`src/rtl/mem_burst_scheduler.sv`:
```
// Round-robin burst scheduler: grants one requester at a time to a shared
// memory port, counts accepted beats and pulses done on the last beat.
//
// state | meaning
// IDLE  | no grant; arbitrate among req from ptr upward
// BURST | one port granted; beats counted until beat_cnt==len_q is accepted
module mem_burst_scheduler #(
  parameter int PORTS = 16,
  parameter int LEN_W = 4
) (
  input  logic                   clk,
  input  logic                   rst,
  input  logic [PORTS-1:0]       req,
  input  logic [PORTS*LEN_W-1:0] req_len,
  output logic [PORTS-1:0]       gnt,
  output logic                   mem_valid,
  input  logic                   mem_ready,
  output logic [LEN_W-1:0]       beat_cnt,
  output logic [PORTS-1:0]       done
);

  localparam int IDX_W = (PORTS > 1) ? $clog2(PORTS) : 1;

  typedef enum logic {IDLE, BURST} state_t;

  state_t             state_q, state_d;
  logic [PORTS-1:0]   gnt_q, gnt_d;
  logic [IDX_W-1:0]   win_q, win_d;
  logic [IDX_W-1:0]   ptr_q, ptr_d;
  logic [LEN_W-1:0]   len_q, len_d;
  logic [LEN_W-1:0]   beat_q, beat_d;

  logic [IDX_W-1:0]   ptr_inc;
  logic [IDX_W-1:0]   arb_start;
  logic [IDX_W-1:0]   arb_idx;
  logic [IDX_W-1:0]   cand_idx;
  logic [PORTS-1:0]   arb_vec;
  logic [LEN_W-1:0]   arb_len;
  logic               arb_found;
  logic               last_beat;
  logic               win_req;
  int                 cand;

  // Port after the current winner, wrapping at PORTS-1.
  always_comb begin
    if (win_q == IDX_W'(PORTS - 1)) ptr_inc = '0;
    else                            ptr_inc = win_q + IDX_W'(1);
  end

  // Round-robin search; during a burst the finishing port is masked and the
  // search starts just after it so a back-to-back grant goes to a neighbour.
  always_comb begin
    arb_found = 1'b0;
    arb_idx   = '0;
    cand      = 0;
    cand_idx  = '0;
    arb_vec   = (state_q == BURST) ? (req & ~gnt_q) : req;
    arb_start = (state_q == BURST) ? ptr_inc : ptr_q;
    for (int k = 0; k < PORTS; k++) begin
      cand = int'(arb_start) + k;
      if (cand >= PORTS) cand = cand - PORTS;
      cand_idx = cand[IDX_W-1:0];
      if (!arb_found && arb_vec[cand_idx]) begin
        arb_found = 1'b1;
        arb_idx   = cand_idx;
      end
    end
  end

  // Burst length of the arbitration winner, captured only at grant.
  always_comb begin
    arb_len = '0;
    for (int i = 0; i < PORTS; i++) begin
      if (arb_idx == IDX_W'(i)) arb_len = req_len[i*LEN_W +: LEN_W];
    end
  end

  // Last-beat detection and done pulse straight from the registered grant.
  always_comb begin
    last_beat = (state_q == BURST) && mem_ready && (beat_q == len_q);
    win_req   = |(req & gnt_q);
    done      = last_beat ? gnt_q : '0;
  end

  // Next-state logic: grant, beat counting, back-to-back hand-off and abort.
  always_comb begin
    state_d = state_q;
    gnt_d   = gnt_q;
    win_d   = win_q;
    ptr_d   = ptr_q;
    len_d   = len_q;
    beat_d  = beat_q;
    case (state_q)
      IDLE: begin
        if (arb_found) begin
          state_d        = BURST;
          gnt_d          = '0;
          gnt_d[arb_idx] = 1'b1;
          win_d          = arb_idx;
          len_d          = arb_len;
          beat_d         = '0;
        end
      end
      BURST: begin
        if (last_beat) begin
          ptr_d = ptr_inc;
          if (arb_found) begin
            gnt_d          = '0;
            gnt_d[arb_idx] = 1'b1;
            win_d          = arb_idx;
            len_d          = arb_len;
            beat_d         = '0;
          end else begin
            state_d = IDLE;
            gnt_d   = '0;
            beat_d  = '0;
          end
        end else if (!win_req) begin
          state_d = IDLE;
          gnt_d   = '0;
          beat_d  = '0;
          ptr_d   = ptr_inc;
        end else if (mem_ready) begin
          beat_d = beat_q + LEN_W'(1);
        end
      end
      default: begin
        state_d = IDLE;
        gnt_d   = '0;
      end
    endcase
  end

  // State registers with synchronous reset.
  always_ff @(posedge clk) begin
    if (rst) begin
      state_q <= IDLE;
      gnt_q   <= '0;
      win_q   <= '0;
      ptr_q   <= '0;
      len_q   <= '0;
      beat_q  <= '0;
    end else begin
      state_q <= state_d;
      gnt_q   <= gnt_d;
      win_q   <= win_d;
      ptr_q   <= ptr_d;
      len_q   <= len_d;
      beat_q  <= beat_d;
    end
  end

  assign gnt       = gnt_q;
  assign mem_valid = |gnt_q;
  assign beat_cnt  = beat_q;

endmodule

```
`config.mk`:
```
export PLATFORM = sky130hd
export DESIGN_NAME = mem_burst_scheduler
export DESIGN_NICKNAME = d
export VERILOG_FILES = /design/src/rtl/mem_burst_scheduler.sv
export SDC_FILE = /design/constraint.sdc
export NUM_CORES = 1
export LEC_CHECK = 0
export BUFFER_PORTS_ARGS = -buffer_cell sky130_fd_sc_hd__buf_2
export CORE_MARGIN = 2
export CORE_UTILIZATION = 30
export CTS_BUF_LIST = sky130_fd_sc_hd__clkbuf_8
export DETAILED_ROUTE_END_ITERATION = 6
export GPL_TIMING_DRIVEN = 0
export SLEW_MARGIN = 20
export SYNTH_ARGS = -nofsm -noshare
export SYNTH_HDL_FRONTEND = slang
export SYNTH_SLANG_ARGS = --single-unit
```
`constraint.sdc`:
```
create_clock -name clk -period 7.8 [get_ports clk]
set_input_delay 0.39 -clock clk [delete_from_list [all_inputs] [get_ports clk]]
set_output_delay 0.39 -clock clk [all_outputs]
set_load 0.01 [all_outputs]
```
==> out/qor.csv <==
stage,metric,value,unit
run_status,status,"finished, final reports clean",
synthesis,XOR/XNOR Fraction of Synth Area,3.97,%
floorplanning,FP Rows,48,
critical_path,Worst Setup EP,len_q[1]$_SDFFE_PP0P_,
synthesis,Compound-Gate Fraction of Synth Area,28.7,%
floorplanning,Core ar.,0.0172,mm²
synthesis,Synth area leader,mux2i_1,
run,Max-cap violations,0,
placement,gpl congestion,0.945,
sta,RSZ-0062 raised after global routing,no,
synthesis,Synth area leaders,"mux2i_1 (13%), dfxtp_1 (13%), nand2_1 (5.5%)",
grt,initial antenna violation count,0,
critical_path,Worst Setup Path Type,reg2reg,
critical_path,worst path arrival time,6.99,ns
critical_path,r2r endpoint,len_q[1]$_SDFFE_PP0P_,
grt,GRT Total Usage,20.6,%
clock_network,Post-CTS Hold Fix Bufs,0,
cells_and_area,layout cell share with drive strength beyond 1,26.5,%
floorplanning,die height,136,µm
synthesis,post-synth top area share,12.8,%
clock_network,H-tree depth,2,
clock_network,"Clk Latency, worst-skew pair",0.29,ns
synthesis,dominant combinational cell family by area after synthesis,compound AO/OA/AOI/OAI gates,
grt,largest net degree at the start of global routing,14,
critical_path,Required @ worst endpoint,8.02,ns
cells_and_area,antenna diode count,0,
synthesis,post-synthesis register bit count,33,
critical_path,worst r2r src,win_q[0]$_SDFFE_PP0P_,
synthesis,sequential-to-total area share from yosys stat,12.6,%
detailed_routing,initial drt markers,658,
critical_path,FF-to-FF setup slack,1.03,ns
synthesis,Synth Area per Inst,7.63,µm²
sta,Final Hold Viols,0,
clock_network,CTS Buffer Depth,2,
sta,setup TNS,0,ns
detailed_routing,DRT Pass-1 Iters,6,
synthesis,ys flop type,dfxtp_1,
hold_path,min-delay worst type,reg2reg,
sta,Setup Skew,0.00835,ns
floorplanning,total die area,0.0186,mm²
cells_and_area,Final Net Count,906,
detailed_routing,met2 wire length,8.86,mm
critical_path,R2R depth,23,
clock_network,CTS root buf,clkbuf_8,
synthesis,Async SR Flop Fraction,0,%
detailed_routing,WL met3,1.49,mm
sta,Rel. slew slack,37.5,%
synthesis,mux cell area share after synthesis,22.8,%
clock_network,CTS Buf Count,5,
synthesis,synth warn,0,
grt,first-pass GRT wire length,30.5,mm
critical_path,crit end category,flop,
synthesis,"EDFF count, synth",0,
synthesis,Synth cell types,86,
detailed_routing,Residual DRC,0,
detailed_routing,drt wl/cell,18.6,µm
placement,DP HPWL,15.2,mm
critical_path,CP Launch Type,flop,
sta,"Slew Viols, Final",0,
floorplanning,initial core utilization,30.5,%
synthesis,Synth Area in Adders,2.14,%
sta,Final period util,86.8,%
detailed_routing,uppermost layer routed,met4,
sta,fmax,0.148,GHz
sta,fin crit period,6.77,ns
clock_network,Post-CTS Setup Bufs,0,
detailed_routing,routed vias,5986,
clock_network,CTS sink count,33,
detailed_routing,Antenna Nets Post-Route,0,
synthesis,Mapped Cells,689,
detailed_routing,Via density,5.76,
cells_and_area,area grow syn2layout,19.3,%
sta,worst-margin pin slew,0.911,ns
detailed_routing,WL final,19.3,mm
grt,grt ovf,0,
clock_network,CTS tree,yes,
synthesis,Mapped Nets,781,
grt,vias in the first global route,5822,
critical_path,critical path startpoint,win_q[0]$_SDFFE_PP0P_,
clock_network,post_cts resized,0,
clock_network,Worst-path clk slew,0.07,ns
synthesis,Mapped Area,0.00526,mm²
floorplanning,# IOs,120,
sta,endpoints failing setup,0,
placement,PortBufs,118,
floorplanning,Die X,136,µm
detailed_routing,M1 WL,8.56,mm
synthesis,simple-gate share of the synthesized area,23.4,%
critical_path,largest fanout on the critical path,13,
stage by stage:
stage / instance area (µm²) / utilization (%) / worst slack (ns) / std cells / hold WS (ns)
detailed placement: 6140 / 35.6 / 1.14 / 1032 / 0.467
floorplan: 5260 / - / 2.37 / 689 / 0.448
finish: 6270 / 36.4 / 1.03 / 1040 / 0.473
global route: 6270 / 36.4 / 0.476 / 1040 / 0.488
CTS: 6270 / 36.4 / 1.11 / 1040 / 0.470
global placement: 6130 / 35.6 / 1.07 / 1032 / 0.460
cells in the final DEF (no fill, tap or decap), types with 19 or more instances in the layout:
| cell type | instances |
|---|---|
| o21ai_0 | 34 |
| nand2_1 | 77 |
| nor2_1 | 54 |
| nand3_1 | 23 |
| a21oi_1 | 49 |
| mux2i_1 | 67 |
| and2_1 | 23 |
| buf_2 | 133 |
| inv_1 | 19 |
| dfxtp_1 | 33 |
| mux2_2 | 21 |
metal layers:
| layer | track usage [%] | up-vias |
|---|---|---|
| met4 | 5.21 | 0 |
| li1 | - | 2846 |
| met1 | 27.6 | 2817 |
| met5 | 0 | - |
| met2 | 34.2 | 291 |
| met3 | 3.43 | 32 |
cells by family (layout without fill, tap and decap cells):
| kind of cell | after synthesis | count (layout) |
|---|---|---|
| AND/OR/NAND/NOR | 249 | 249 |
| AO/OA/AOI/OAI | 214 | 214 |
| multiplexers | 101 | 101 |
| buffers and inverters | 66 | 192 |
| flip-flops | 33 | 33 |
| XOR/XNOR | 17 | 17 |
| adder cells (fa/ha/maj) | 9 | 9 |
Yosys cell counts (all sizes together), types with 13 or more instances:
cell,count
a211oi,14
a21boi,16
a21oi,51
and2,23
buf,28
clkbuf,13
dfxtp,33
inv,22
mux2,21
mux2i,69
nand2,77
nand3,23
nor2,57
nor3,14
o21ai,39
xnor2,13
registers in the layout, indices dropped and copies added (netlist names):
| register | cells |
|---|---|
| gnt | 16 |
| beat_cnt | 4 |
| len_q | 4 |
| ptr_q | 4 |
| win_q | 4 |
| state_q | 1 |
worst max-delay path, cell delays in order (launching register included):
cell	delay, ns
dfxtp_1	0.42
ha_1	0.30
mux2i_4	0.32
buf_2	0.44
ha_1	0.20
buf_2	0.17
buf_2	0.29
buf_2	0.32
mux2i_1	0.23
a21oi_1	0.10
a211oi_1	0.31
or3_1	0.15
buf_2	0.23
nand4_4	0.19
nor3_1	0.66
o2111ai_1	0.21
a21oi_1	0.21
a21oi_1	0.08
nor2_1	0.58
clkbuf_1	0.45
a211oi_1	0.09
a2111oi_0	0.47
nor3_1	0.11
o21ai_1	0.15
how the worst min path moves through the flow:
stage | from | endpoint | slack [ns] | cells past startpoint
global route | req_len[31] | len_q[3]$_SDFFE_PP0P_ | 0.49 | 3
global placement | ptr_q[3]$_SDFFE_PP0P_ | ptr_q[3]$_SDFFE_PP0P_ | 0.46 | 2
detailed placement | ptr_q[3]$_SDFFE_PP0P_ | ptr_q[3]$_SDFFE_PP0P_ | 0.47 | 2
floorplan | ptr_q[3]$_SDFFE_PP0P_ | ptr_q[3]$_SDFFE_PP0P_ | 0.45 | 2
CTS | req_len[31] | len_q[3]$_SDFFE_PP0P_ | 0.47 | 3
finish | ptr_q[3]$_SDFFE_PP0P_ | ptr_q[3]$_SDFFE_PP0P_ | 0.47 | 2
cell type report:
class	count	area, µm²
Multi-Input combinational cell	590	4260
Buffer	41	244
Timing Repair Buffer	118	591
Tap cell	225	282
Fill cell	1850	11000
Sequential cell	33	661
Clock buffer	5	68.8
Clock inverter	3	65.1
Inverter	25	96.3
Power is left out: the tool's default activity adds up to more than one toggle a clock period on the data nets, which glitch-free logic cannot reach.
